==> config.mk <==
export PLATFORM = sky130hd
export DESIGN_NAME = tx_scheduler
export DESIGN_NICKNAME = d
export VERILOG_FILES = /design/src/rtl/tx_scheduler.sv
export SDC_FILE = /design/constraint.sdc
export NUM_CORES = 1
export LEC_CHECK = 0
export BUFFER_PORTS_ARGS = -buffer_cell sky130_fd_sc_hd__buf_2
export CORE_MARGIN = 10
export CORE_UTILIZATION = 35
export CTS_BUF_LIST = sky130_fd_sc_hd__clkbuf_4 sky130_fd_sc_hd__clkbuf_8
export CTS_CLUSTER_SIZE = 10
export DETAILED_ROUTE_END_ITERATION = 16
export PLACE_DENSITY = 0.51
export SLEW_MARGIN = 20
export SYNTH_ARGS = -nofsm -noshare
export SYNTH_HDL_FRONTEND = slang
export SYNTH_SLANG_ARGS = --single-unit
==> constraint.sdc <==
create_clock -name clk_in -period 3.43 [get_ports clk_in]
set_input_delay 0.343 -clock clk_in [delete_from_list [all_inputs] [get_ports clk_in]]
set_output_delay 0.343 -clock clk_in [all_outputs]
set_load 0.03 [all_outputs]
==> src/rtl/tx_scheduler.sv <==
// rtl/tx_scheduler.sv - round-robin scheduler sharing one serial transmitter among NUM_REQ requesters
module tx_scheduler #(
  parameter int NUM_REQ       = 4,
  parameter int GAP_CYCLES    = 16,
  parameter int START_TIMEOUT = 64
) (
  input  logic                       clk_in,
  input  logic                       rst_in,
  input  logic [NUM_REQ-1:0]         req_in,
  input  logic                       send_busy_in,
  output logic [NUM_REQ-1:0]         grant_out,
  output logic [$clog2(NUM_REQ)-1:0] sel_out,
  output logic                       send_start_out,
  output logic [NUM_REQ-1:0]         done_out,
  output logic                       timeout_out,
  output logic                       busy_out
);

  localparam int SW = $clog2(NUM_REQ);
  localparam int GW = $clog2(GAP_CYCLES + 1);
  localparam int TW = $clog2(START_TIMEOUT);

  typedef enum logic [2:0] {
    S_IDLE,
    S_GRANT,
    S_START,
    S_WAIT_BUSY,
    S_WAIT_DONE,
    S_GAP
  } state_t;

  state_t               state_q;
  logic [SW-1:0]        ptr_q;
  logic [SW-1:0]        sel_q;
  logic [NUM_REQ-1:0]   grant_q;
  logic [NUM_REQ-1:0]   done_q;
  logic                 start_q;
  logic                 timeout_q;
  logic [GW-1:0]        gap_cnt_q;
  logic [TW-1:0]        tmo_cnt_q;

  logic                 pick_vld;
  logic [SW-1:0]        pick_idx;
  logic [SW-1:0]        jsel;

  // Round-robin pick: scan from farthest to nearest after ptr so the nearest set request wins
  always_comb begin
    pick_vld = 1'b0;
    pick_idx = '0;
    jsel     = '0;
    for (int k = NUM_REQ; k >= 1; k--) begin
      jsel = SW'((int'(ptr_q) + k) % NUM_REQ);
      if (req_in[jsel]) begin
        pick_vld = 1'b1;
        pick_idx = jsel;
      end
    end
  end

  // Frame sequencing FSM; every output is registered here
  always_ff @(posedge clk_in) begin
    if (!rst_in) begin
      state_q   <= S_IDLE;
      ptr_q     <= SW'(NUM_REQ - 1);
      sel_q     <= '0;
      grant_q   <= '0;
      done_q    <= '0;
      start_q   <= 1'b0;
      timeout_q <= 1'b0;
      gap_cnt_q <= '0;
      tmo_cnt_q <= '0;
    end else begin
      start_q   <= 1'b0;
      done_q    <= '0;
      timeout_q <= 1'b0;
      case (state_q)
        S_IDLE: begin
          if (pick_vld) begin
            grant_q <= NUM_REQ'(1) << pick_idx;
            sel_q   <= pick_idx;
            state_q <= S_GRANT;
          end
        end
        S_GRANT: begin
          start_q   <= 1'b1;
          tmo_cnt_q <= '0;
          state_q   <= S_START;
        end
        S_START: begin
          state_q <= S_WAIT_BUSY;
        end
        S_WAIT_BUSY: begin
          if (send_busy_in) begin
            state_q <= S_WAIT_DONE;
          end else if (tmo_cnt_q == TW'(START_TIMEOUT - 2)) begin
            // Pointer left alone so the same requester is retried after the gap
            timeout_q <= 1'b1;
            grant_q   <= '0;
            gap_cnt_q <= '0;
            state_q   <= S_GAP;
          end else begin
            tmo_cnt_q <= tmo_cnt_q + TW'(1);
          end
        end
        S_WAIT_DONE: begin
          if (!send_busy_in) begin
            done_q    <= grant_q;
            grant_q   <= '0;
            ptr_q     <= sel_q;
            gap_cnt_q <= '0;
            state_q   <= S_GAP;
          end
        end
        S_GAP: begin
          if (gap_cnt_q == GW'(GAP_CYCLES - 1)) begin
            state_q <= S_IDLE;
          end else begin
            gap_cnt_q <= gap_cnt_q + GW'(1);
          end
        end
        default: state_q <= S_IDLE;
      endcase
    end
  end

  assign grant_out      = grant_q;
  assign sel_out        = sel_q;
  assign send_start_out = start_q;
  assign done_out       = done_q;
  assign timeout_out    = timeout_q;
  assign busy_out       = (state_q != S_IDLE);

endmodule
# After elaboration in Yosys (flattened, before gate mapping)
# Cells that the tools add are included.
[word_totals]
regBits = 28
input_bits = 7
output_inout_bits = 13
wordCells = 89
[classes]
n_addsub = 6
magnitude_cmp = 4
n_eq_ne = 15
shifts = 1
n_mux = 37
bitwise_logic = 4
n_reduce_logical = 13
[ops]
columns = ["cell", "count"]
rows = [
  ["5-bit 2-to-1 mux", 4],
  ["3-bit case mux with 6 select lines", 1],
  ["4-bit 2-to-1 mux", 4],
  ["3-bit 2-to-1 mux", 5],
  ["5-bit case mux with 3 select lines", 1],
  ["2-bit inequality test (second input constant)", 7],
  ["2-bit by 3-bit less-than comparator with 1-bit output (second input constant)", 4],
  ["6-bit 2-to-1 mux", 2],
  ["4-bit case mux with 3 select lines", 1],
  ["6-bit case mux with 2 select lines", 1],
  ["1-bit 2-to-1 mux", 10],
  ["5-bit AND reduction", 2],
  ["3-bit nonzero test", 3],
  ["1-bit binary-select mux with 2-bit select", 4],
  ["2-bit 2-to-1 mux", 4],
  ["6-bit by 1-bit adder with 6-bit output (second input constant)", 1],
  ["3-bit by 2-bit equality test with 1-bit output (second input constant)", 2],
  ["3-bit equality test (second input constant)", 2],
  ["6-bit equality test (second input constant)", 1],
  ["3-bit OR reduction", 2],
  ["5-bit by 1-bit adder with 5-bit output (second input constant)", 1],
  ["5-bit by 4-bit equality test with 1-bit output (second input constant)", 1],
  ["2-bit by 1-bit adder with 2-bit output (second input constant)", 2],
  ["2-bit adder (second input constant)", 2],
  ["9 further kinds", 13],
]

# Logic depth before layout (Yosys ltp)
[logic_depth]
depth_word = 10
mapped_depth = 7
ltp_nobuf = 7

# Worst setup path before layout
# No wires, ideal clock.
[synth_timing]
kind = "register to register"
start = "register state_q[2]"
end = "register grant_q[2], in the netlist grant_out[2]"
setup_time_ns = 0.088
t_arrival_ns = 1.625
required_time_ns = 3.342
path_slack_ns = 1.717
stages_incl_launch_ff = 5
path_buffers = 1
period_less_slack_ns = 1.713
path_cell_list = "dfxtp_1 > buf_6 > or3_4 > or4_4 > o32ai_2"
[synth_via]
elab_chain_cells = 3
word_cells_on_any_way = 10
cone_classes = "eq/ne: 6; mux: 1; reduce/logical: 3"
[synth_lines]
columns = ["element", "line", "rtl"]
rows = [
  ["start: declaration", "32", "state_t state_q;"],
  ["start signal: assignment", "63", "state_q <= S_IDLE;"],
  ["start signal: assignment", "81", "state_q <= S_GRANT;"],
  ["start signal: assignment", "87", "state_q <= S_START;"],
  ["3-bit by 2-bit equality test with 1-bit output, or another cell as far along", "76", "case (state_q)"],
  ["2-bit inequality test (no line) or 3-bit nonzero test (tied branches)", "-", ""],
  ["5-bit AND reduction (no line)", "-", ""],
  ["end signal: assignment", "79", "grant_q <= NUM_REQ'(1) << pick_idx;"],
  ["end: declaration", "35", "logic [NUM_REQ-1:0] grant_q;"],
]
# Several ways; a longest one is shown, not always the timed one.
# A chain may end at the register's enable or synchronous reset.

# Worst setup path in the final report
[layout_timing]
start = "register state_q[1]"
end = "register grant_q[3], in the netlist grant_out[3]"
# Same word-level chain as after synthesis.

==> flow_summary.toml <==
[clock_network]
htreeDepth = 1
clock_latency_ns = 0.28
cts_tree = "yes"
cts.reportedPaths.clkPinSlew_ns = 0.09
cts_buffers = 3
cts-resized-gates = 0
cts.hold.buffers_added = 0
clock_path_buffers = 2
cts_sinks = 28
cts_setup_buffers = 0
cts_root_buf = "clkbuf_8"

[sta]
slew_violations = 0
finClkSkew_ns = 0.003663
fin_crit_sh = 0.5667
fin_setup_tns_ns = 0
post-route-min-period_ns = 1.944
worst_slew_pin_slew_ns = 0.5350
hold_viol = 0
maxSlewHeadroom = 0.6418
setup_viol = 0
rsz0062_at_grt = "false"
timing.fmax_ghz = 0.5144

[detailed_routing]
wl_per_cell_um = 14.15
routed_wl_mm = 3.183
drc = 0
ant_nets = 0
avgViaCountPerCell = 5.316
route.vias.total = 1196
drt_iter0_drc = 74
firstDrtPassIters = 4

[global_routing]
grt_overflow = 0
grt_max_degree = 17
grtUsageTotal = 0.09096
antenna_found_initial = 0
grt_pass1_vias = 1115
grt_pass1_wl_mm = 5.388

[floorplanning]
rows = 22
io_pins = 20
core_area_um2 = 3744
die_area_um2 = 6878
fp.dieH_um = 82.94
start_util = 0.3703
die_w_um = 82.94

[synth]
ys.flop_type = "dfxtp_1"
syn_area_um2 = 1386
yosysWarnings = 0
synthTopCellsByCount = "dfxtp_1 (28), nand2_1 (16), a21oi_1 (14), nor2_1 (10), nand2b_1 (7)"
synthTopCellsByArea = "dfxtp_1 (40%), a21oi_1 (5.1%), nand2_1 (4.3%), ha_1 (3.6%), nand2b_1 (3.2%)"
syn-num-nets = 170
yosysUniqueCellTypes = 45
ys_seq_area_frac = 0.4043
synth_top_cell_by_area = "dfxtp_1"
synth-edff-count = 0
synthArstFlopShare = 0
synth-seq-cells = 28
synthCells = 159
synth_top_area_frac = 0.4043
synth.avg_cell_area_um2 = 8.719
post-synth-top-count-cell = "dfxtp_1"

[placed_design]
gp_congestion = 0.7741
detailed_place_hpwl_mm = 2.361
io_buffer_count = 19

[setup_path]
critPathRequiredTime_ns = 3.64
critPathLaunch = "state_q[1]"
path_max_fanout = 15
end_kind = "flop"
path_class = "flop to flop"
r2r-end = "grant_out[3]"
r2r_setup_slack_ns = 1.49
r2r.worst_path.cells = 4
timing.rr.start = "state_q[1]"
cp.arrival_ns = 2.16
critPathCapture = "grant_out[3]"
critPathLaunchType = "flop"

[final_layout]
final_nets = 189
antenna_cells = 0
drive_above_1_share = 0.1695
areaGrowthSynthToFinish_pct = 14.62

[power]
power.total_mw = 0.7171
power.leakage_nw = 0.6092
powerDensity_nw_per_um2 = 451.3
ir_drop_mv = 0.1587

[min_path]
hold_path_class = "input port to flop"
min_path_cells = 2

[run]
max-cap-violations = 0

[status]
status = "finished, final reports clean"
## placed cells by master (no fill, tap or decap), types with 3 or more instances in the layout
master     n
and3_1     6
ha_1       4
nand2b_1   7
clkbuf_8   3
mux2i_1    4
nand3b_1   3
buf_2     19
nor2_1    10
dfxtp_1   28
o21ai_1    4
nand2_1   16
nor2b_1    4
inv_1      4
nand3_1    6
or4_1      4
or3_1      4
a21oi_1   14
nor3_1     4
## report_power, final
part | leakage (nW) | total (mW) | internal (mW) | switching, mW
combinational | 0.346 | 0.104 | 0.0384 | 0.0658
clock | 0.0357 | 0.261 | 0.156 | 0.104
sequential | 0.227 | 0.352 | 0.336 | 0.0159
total | 0.609 | 0.717 | 0.531 | 0.186
## area by class of cell
class / count / area, um2
repair buffers: 20 / 102.6
clock inverters: 1 / 30.03
well taps: 48 / 60.06
flip-flops and latches: 28 / 560.5
inverters: 5 / 18.77
fillers: 396 / 2155
multi-input cells: 120 / 775.7
clock buffers: 3 / 41.29
## metal layers
metal	global-route usage	share of wire	wire, um
met2	0.1341	0.43	1375
met1	0.1169	0.49	1575
met3	0.02832	0.057	180
met5	0	0	0
met4	0.04154	0.016	51
## worst max-delay path, stage by stage (launching register included)
cell and delay, ns:
dfxtp_1 0.59, nand3b_1 0.19, or4_1 0.61, nand3b_1 0.29, mux2i_1 0.21
## state kept, by name, summed over array words and instances (netlist names)
register and cells:
gap_cnt_q 5, ptr_q 2, grant_out 4, done_out 4
tmo_cnt_q 6, timeout_out 1, send_start_out 1, state_q 3
sel_out 2
## worst min path at each step
| stage | start | end | slack, ns |
|---|---|---|---|
| 2_1_floorplan | gap_cnt_q[4] | gap_cnt_q[4] | 0.44 |
| 3_3_place_gp | gap_cnt_q[4] | gap_cnt_q[4] | 0.46 |
| 3_5_place_dp | grant_out[3] | grant_out[3] | 0.46 |
| 4_1_cts | rst_in | ptr_q[1] | 0.38 |
| 5_1_grt | rst_in | ptr_q[1] | 0.39 |
| 6_report | rst_in | ptr_q[1] | 0.38 |
## kinds of logic (layout without fill, tap and decap cells)
logic type               after synthesis  in the layout  synth area share
multiplexers                           4              4           0.02888
flip-flops                            28             28            0.4043
adder cells (fa/ha/maj)                4              4           0.03610
XOR/XNOR                               1              1          0.006319
buffers and inverters                 11             29           0.03609
AO/OA/AOI/OAI                         39             39            0.2004
AND/OR/NAND/NOR                       72             72            0.2879
## per-stage QoR
step	worst slack, ns	cells	area, um2	utilization	hold slack (ns)
3_3_place_gp	1.560	221	1518	0.4054	0.4562
3_5_place_dp	1.532	221	1518	0.4054	0.4597
6_report	1.486	225	1589	0.4245	0.3760
4_1_cts	1.494	225	1589	0.4245	0.3753
2_1_floorplan	1.717	159	1386	-	0.4435
5_1_grt	1.310	225	1589	0.4245	0.3861
Note: power is estimated with default switching activity, not from simulation.
